**src/rtl/mavg_sequencer.sv**
```systemverilog
// Sequences one filter run per divider tick: latch sample, pulse FILT_START, await FILT_VALID edge, publish result.
// Tick-to-DATA_VALID latency is START_LEN + filter cycles + 2; ticks arriving while busy are dropped and counted.
module mavg_sequencer #(
  parameter int BITSIZE   = 16,
  parameter int DIV_WIDTH = 16,
  parameter int START_LEN = 2,
  parameter int TIMEOUT   = 63
) (
  input  logic                 CLK,
  input  logic                 RST,
  input  logic                 ENABLE,
  input  logic [DIV_WIDTH-1:0] DIVIDER,
  input  logic                 CLR_ERR,
  input  logic [BITSIZE-1:0]   ADC_DATA,
  output logic                 FILT_EN,
  output logic                 FILT_START,
  output logic [BITSIZE-1:0]   FILT_DIN,
  input  logic [BITSIZE-1:0]   FILT_DOUT,
  input  logic                 FILT_VALID,
  output logic [BITSIZE-1:0]   DATA_OUT,
  output logic                 DATA_VALID,
  output logic                 BUSY,
  output logic                 ERR_TIMEOUT,
  output logic [7:0]           OVERRUN_CNT
);

  localparam int TW = $clog2(TIMEOUT + 1);
  localparam int SW = (START_LEN > 1) ? $clog2(START_LEN) : 1;

  typedef enum logic [1:0] {S_IDLE, S_START, S_WAIT, S_DONE} state_t;

  state_t                 state_q, state_d;
  logic [DIV_WIDTH-1:0]   div_cnt_q, div_cnt_d;
  logic [SW-1:0]          start_cnt_q, start_cnt_d;
  logic [TW-1:0]          tmo_cnt_q, tmo_cnt_d;
  logic                   en_q, en_d;
  logic                   fv_q, fv_d;
  logic [BITSIZE-1:0]     din_q, din_d;
  logic [BITSIZE-1:0]     dout_q, dout_d;
  logic                   err_q, err_d;
  logic [7:0]             ovr_q, ovr_d;
  logic                   tick;
  logic                   fv_edge;
  logic                   timeout;

  always_comb begin
    state_d     = state_q;
    div_cnt_d   = div_cnt_q;
    start_cnt_d = start_cnt_q;
    tmo_cnt_d   = tmo_cnt_q;
    din_d       = din_q;
    dout_d      = dout_q;
    err_d       = err_q;
    ovr_d       = ovr_q;
    en_d        = ENABLE;
    fv_d        = FILT_VALID;
    timeout     = 1'b0;

    tick    = ENABLE && (div_cnt_q == DIVIDER);
    fv_edge = FILT_VALID && !fv_q;

    if (!ENABLE || tick) begin
      div_cnt_d = '0;
    end else begin
      div_cnt_d = div_cnt_q + DIV_WIDTH'(1);
    end

    case (state_q)
      S_IDLE: begin
        if (tick) begin
          din_d       = ADC_DATA;
          start_cnt_d = '0;
          state_d     = S_START;
        end
      end
      S_START: begin
        if (!ENABLE) begin
          state_d = S_IDLE;
        end else if (start_cnt_q == SW'(START_LEN - 1)) begin
          tmo_cnt_d = '0;
          state_d   = S_WAIT;
        end else begin
          start_cnt_d = start_cnt_q + SW'(1);
        end
      end
      S_WAIT: begin
        // Abort outranks a coincident result edge and the timeout.
        if (!ENABLE) begin
          state_d = S_IDLE;
        end else if (fv_edge) begin
          dout_d  = FILT_DOUT;
          state_d = S_DONE;
        end else if (tmo_cnt_q + TW'(1) == TW'(TIMEOUT)) begin
          timeout = 1'b1;
          state_d = S_IDLE;
        end else begin
          tmo_cnt_d = tmo_cnt_q + TW'(1);
        end
      end
      S_DONE: state_d = S_IDLE;
      default: state_d = S_IDLE;
    endcase

    if (timeout) begin
      err_d = 1'b1;
    end else if (CLR_ERR) begin
      err_d = 1'b0;
    end

    if (tick && (state_q != S_IDLE) && (ovr_q != 8'hFF)) begin
      ovr_d = ovr_q + 8'd1;
    end
  end

  always_ff @(posedge CLK) begin
    if (RST) begin
      state_q     <= S_IDLE;
      div_cnt_q   <= '0;
      start_cnt_q <= '0;
      tmo_cnt_q   <= '0;
      en_q        <= 1'b0;
      fv_q        <= 1'b0;
      din_q       <= '0;
      dout_q      <= '0;
      err_q       <= 1'b0;
      ovr_q       <= '0;
    end else begin
      state_q     <= state_d;
      div_cnt_q   <= div_cnt_d;
      start_cnt_q <= start_cnt_d;
      tmo_cnt_q   <= tmo_cnt_d;
      en_q        <= en_d;
      fv_q        <= fv_d;
      din_q       <= din_d;
      dout_q      <= dout_d;
      err_q       <= err_d;
      ovr_q       <= ovr_d;
    end
  end

  assign FILT_EN     = en_q;
  assign FILT_START  = (state_q == S_START);
  assign FILT_DIN    = din_q;
  assign DATA_OUT    = dout_q;
  assign DATA_VALID  = (state_q == S_DONE);
  assign BUSY        = (state_q != S_IDLE);
  assign ERR_TIMEOUT = err_q;
  assign OVERRUN_CNT = ovr_q;

endmodule

```
**config.mk**
```make
export PLATFORM = sky130hd
export DESIGN_NAME = mavg_sequencer
export DESIGN_NICKNAME = d
export VERILOG_FILES = /design/src/rtl/mavg_sequencer.sv
export SDC_FILE = /design/constraint.sdc
export NUM_CORES = 1
export LEC_CHECK = 0
export CAP_MARGIN = 25
export CORE_ASPECT_RATIO = 1.25
export CORE_MARGIN = 10
export CORE_UTILIZATION = 46
export CTS_CLUSTER_SIZE = 12
export DETAILED_ROUTE_END_ITERATION = 7
export GPL_TIMING_DRIVEN = 0
export PLACE_DENSITY = 0.79
export SYNTH_ARGS = -nofsm -noshare
export SYNTH_HDL_FRONTEND = slang
export SYNTH_SLANG_ARGS = --single-unit
```
**constraint.sdc**
```tcl
create_clock -name CLK -period 2.25 [get_ports CLK]
set_input_delay 0.3375 -clock CLK [delete_from_list [all_inputs] [get_ports CLK]]
set_output_delay 0.3375 -clock CLK [all_outputs]
set_load 0.05 [all_outputs]
```
After elaboration in Yosys (flattened, before gate mapping)

Cells that the tools add are included.

Reduce and logical (&&, ||, !) cells: 18
Muxes and demuxes: 23
Add/subtract/negate cells: 4
Eq/ne operators: 14

Operators with widths:

| operator              | number |
|---|---|
| $mux 6                | 5 |
| $add 16x1->16 const B | 1 |
| $eq 16x16->1          | 1 |
| $mux 2                | 6 |
| $pmux 6 s2            | 1 |
| $ne 2x2->1 const B    | 5 |
| $mux 1                | 9 |
| $reduce_and 3->1      | 3 |
| $add 8x1->8 const B   | 1 |
| $ne 8x8->1 const B    | 1 |
| $pmux 2 s4            | 1 |
| $reduce_bool 2->1     | 4 |
| $add 6x1->6 const B   | 1 |
| $eq 6x6->1 const B    | 1 |
| $reduce_and 6->1      | 1 |
| $eq 2x2->1 const B    | 2 |
| $logic_and 1x1->1     | 4 |
| $ne 4x4->1 const B    | 1 |
| $ne 3x2->1 const B    | 1 |
| $eq 2x1->1 const B    | 1 |
| $logic_not 1->1       | 2 |
| $logic_not 2->1       | 1 |
| $ne 2x1->1 const B    | 1 |
| $pmux 1 s2            | 1 |
| 4 further kinds       | 4 |

Bits in registers: 68
Logic and storage cells: 69
Output and inout bits: 45

Depth between registers and ports, before layout

Word-level depth: 7
Gate-level depth with buffers: 7
Depth with buffers taken out: 7

Worst setup path before layout

Ideal clock, no wire load.

Path type: register to register
From: reg ovr_q[0] (netlist: OVERRUN_CNT[0])
To: reg ovr_q[7] (netlist: OVERRUN_CNT[7])
Stages on the path, launching flop included: 8
Setup slack: 203 ps
Library setup time: 123 ps
Arrival time: 1923 ps
Cells stage by stage: dfxtp_1 ha_1 nand2_1 nor2_1 a21o_1 clkbuf_1 nor4_1 mux2_1

Word-level cells in the longest chain between the ends: 2
Elaborated cells on any way between the ends: 3
Classes of those cells: add/sub (1); eq/ne (1); reduce/logical (1)

RTL lines:

| item                                                                | line | text |
|---|---|---|
| start: declaration                                                  | 41   | `logic [7:0] ovr_q, ovr_d;` |
| start signal: assignment                                            | 137  | `ovr_q <= ovr_d;` |
| parallel branches: the longest is 2 deep, another holds $add 8x1->8 | n/a  |  |

Parallel ways; which one is timed is not known.
A chain may end at the register's enable or synchronous reset.

Worst setup path after layout

From: in DIVIDER[11]
To: reg ovr_q[7] (netlist: OVERRUN_CNT[7])

Word-level cells in the longest chain between the ends: 4

RTL lines:

| item                           | line | text |
|---|---|---|
| start: declaration             | 12   | `input logic [DIV_WIDTH-1:0] DIVIDER,` |
| $eq 16x16->1                   | 59   | `tick = ENABLE && (div_cnt_q == DIVIDER);` |
| $logic_and 1x1->1              | 59   |  |
| $logic_and 1x1->1 (2 in a row) | 110  | `if (tick && (state_q != S_IDLE) && (ovr_q != 8'hFF)) begin` |

Every way passes these cells.

==> results.py <==
metrics = {
    "run_status": {
        "outcome": "completed",
    },
    "layout": {
        "seq_area_mm2": 0.001361,
        "drive_above_1_share": 0.07203,
        "nNetsFinal": 525,
        "antenna_cells": 0,
        "synthToLayoutAreaGrowth_pct": 41.72,
        "final_util": 0.6697,
        "multi_input_area_mm2": 0.001619,
        "stdcell_area_mm2": 0.004369,
        "fillCellCount": 582,
    },
    "floorplan": {
        "rows": 33,
        "die_width_um": 93.23,
        "die_h_um": 111.5,
        "start_util": 0.4726,
        "coreArea_mm2": 0.006524,
        "dieArea_mm2": 0.01040,
        "ioPinCount": 98,
    },
    "drt": {
        "via_per_inst": 5.429,
        "drt_iter0_drc": 274,
        "dr.pass1.iters": 4,
        "antenna_left": 0,
        "finalWirelength_um": 9183,
        "num_vias": 3035,
        "routedWlPerCell_um": 16.43,
        "drc_errors": 0,
    },
    "timing": {
        "clock_skew_ps": 6.406,
        "hold_viol": 0,
        "maxSlewHeadroom": 0.6144,
        "finalCritPeriodShare": 0.9692,
        "fin_tns_setup_ps": 0,
        "setup_slack_ps": 69.20,
        "tightestPinTransition_ps": 576.3,
        "rsz0062_at_grt": "no",
        "finalSetupViolCount": 0,
        "post-route-min-period_ps": 2181,
        "clock.fmax_mhz": 458.5,
        "finalMaxSlewViolations": 0,
    },
    "worst_setup_path": {
        "cp-start-kind": "input pin",
        "cpMaxStageDelayCell": "clkdlybuf4s50_1",
        "required_ps": 2470,
        "crit_path_end_kind": "register",
        "critical_path_class": "in -> reg",
        "timing.critical_path.fanout_max": 10,
        "cp_data_arrival_time_ps": 2400,
        "cpPeakStageDelay_ps": 430,
        "critical_path_buf_inv_count": 2,
        "crit_path_cell_trace": "clkdlybuf4s50_1, xor2_1, nor4_2, nand4_1, buf_2, nor4_1, mux2_1",
        "crit_family": "simple AND/OR/NAND/NOR gates",
    },
    "job": {
        "cap_violations": 0,
    },
    "grt": {
        "grt_pass1_wl_um": 15150,
        "overflow": 0,
        "grt_usage": 0.1781,
        "grt_max_degree": 11,
        "grt_pass1_vias": 3117,
        "antenna_found_initial": 0,
    },
    "synthesis": {
        "seq_area_frac_synth": 0.4416,
        "syn_area_mm2": 0.003083,
        "synth_common_cells": "dfxtp_1, nand2_1, a21oi_1, nor2_1, xor2_1",
        "syn_nets": 418,
        "synth.avg_cell_area_um2": 8.540,
        "netlist.area_leader.share": 0.4416,
        "synth.largest_area_cell": "dfxtp_1",
        "ys_ff_latch": 68,
        "yosysWarnings": 0,
        "synthCells": 361,
        "synth_edf_count": 0,
        "yosysUniqueCellTypes": 41,
        "synthMostInstantiatedCell": "dfxtp_1",
        "synthArstFlopShare": 0,
        "synthTopCellsByArea": "dfxtp_1, xor2_1, a21oi_1",
        "synthFlopType": "dfxtp_1",
    },
    "clocking": {
        "cts_buffers": 9,
        "clockBufferDepth": 2,
        "hold_buffers": 0,
        "root_buffer": "clkbuf_8",
        "clk_pin_slew_worst_paths_ps": 70,
        "insertion_delay_ps": 340,
        "cts.sinks": 68,
        "h-tree-depth": 3,
        "cts_tree": "done",
    },
    "pwr": {
        "power_density_mw_per_mm2": 548.6,
        "irDropWorstVdd_uv": 399.2,
        "p_leak_nw": 1.516,
    },
    "placement": {
        "postPlaceCellArea_mm2": 0.004153,
        "hpwl_um": 6998,
        "port_buffers": 96,
        "dp_slack_ps": -372.8,
        "gp_congestion": 0.8744,
    },
    "worst_hold_path": {
        "hp-class": "reg -> reg",
    },
}
[cell type report]
class / instances / area share
Inverter: 5 / 0.004582
Sequential cell: 68 / 0.3116
Clock inverter: 1 / 0.006873
Clock buffer: 14 / 0.03952
Timing Repair Buffer: 96 / 0.2185
Buffer: 24 / 0.02348
Multi-Input combinational cell: 264 / 0.3706
Tap cell: 87 / 0.02491
[worst register-to-register path, stage by stage (launching register included)]
cell and delay [ps]:
dfxtp_1 460, xor2_1 120, nor4_2 340, nand4_1 210, buf_2 230, nor4_1 360, mux2_1 350
[cell families (layout without fill, tap and decap cells)]
group                      Yosys count  after routing  share of synthesized area
AOI/OAI and AO/OA                   71             71                     0.1416
xor gates and xnor gates            32             32                    0.09091
adders and majority gates            4              4                    0.01623
buffers and inverters               29            140                    0.03693
DFF                                 68             68                     0.4416
muxes                                4              4                    0.01420
and+or+nand+nor                    153            153                     0.2585
[final timing paths]
kind / startpoint / end / slack (ps) / cells past startpoint
hold / removal: DATA_OUT[7]$_SDFFE_PP0P_ / DATA_OUT[7]$_SDFFE_PP0P_ / 450 / 2
hold reg to reg: DATA_OUT[7]$_SDFFE_PP0P_ / DATA_OUT[7]$_SDFFE_PP0P_ / 450 / 2
setup / recovery: DIVIDER[11] / OVERRUN_CNT[7]$_SDFFE_PP0P_ / 70 / 7
setup reg to reg: div_cnt_q[5]$_SDFF_PP0_ / OVERRUN_CNT[7]$_SDFFE_PP0P_ / 70 / 6
[what timing repair did]
item | in CTS | in global routing
setup endpoints to repair | 2 | 32
buffers inserted | 0 | 0
gates resized for setup | 7 | 12
[routing by layer]
metal,track usage,vias to the layer above,routed length (um)
met5,0,-,0
met2,0.3056,93,4812
li1,-,1504,-
met1,0.1948,1418,3664
met3,0.04435,20,449
met4,0.09485,0,256
[cells in the final DEF, fill, tap and decap left out, types with 14 or more instances in the layout]
cell	count
dfxtp_1	68
a21oi_1	40
nor2_1	28
xor2_1	25
nand3_1	18
nand4_1	24
o31ai_1	20
clkbuf_1	14
nand2_1	41
clkdlybuf4s50_1	94
[metrics by stage]
step / hold slack (ps) / instances / power [W]
6_report: 454.2 / 559 / 0.002397
3_3_place_gp: 440.8 / 544 / 0.001400
5_1_grt: 482.5 / 559 / 0.002481
3_5_place_dp: 449.0 / 544 / 0.001403
2_1_floorplan: 423.2 / 361 / 0.001288
4_1_cts: 458.4 / 559 / 0.002421
[flip-flops by register name, summed over array words and instances, names as in the netlist]
signal       cells
DATA_OUT        16
ERR_TIMEOUT      1
FILT_DIN        16
FILT_EN          1
OVERRUN_CNT      8
div_cnt_q       16
fv_q             1
start_cnt_q      1
state_q          2
tmo_cnt_q        6
[power by group]
part / switching [W] / internal [W] / leakage [nW]
Sequential: 0.00000271 / 0.00121 / 0.548
Clock: 0.000421 / 0.000598 / 0.103
Combinational: 0.0000715 / 0.0000967 / 0.865
Total: 0.000495 / 0.00190 / 1.52
Note: power is estimated with default switching activity, not from simulation.
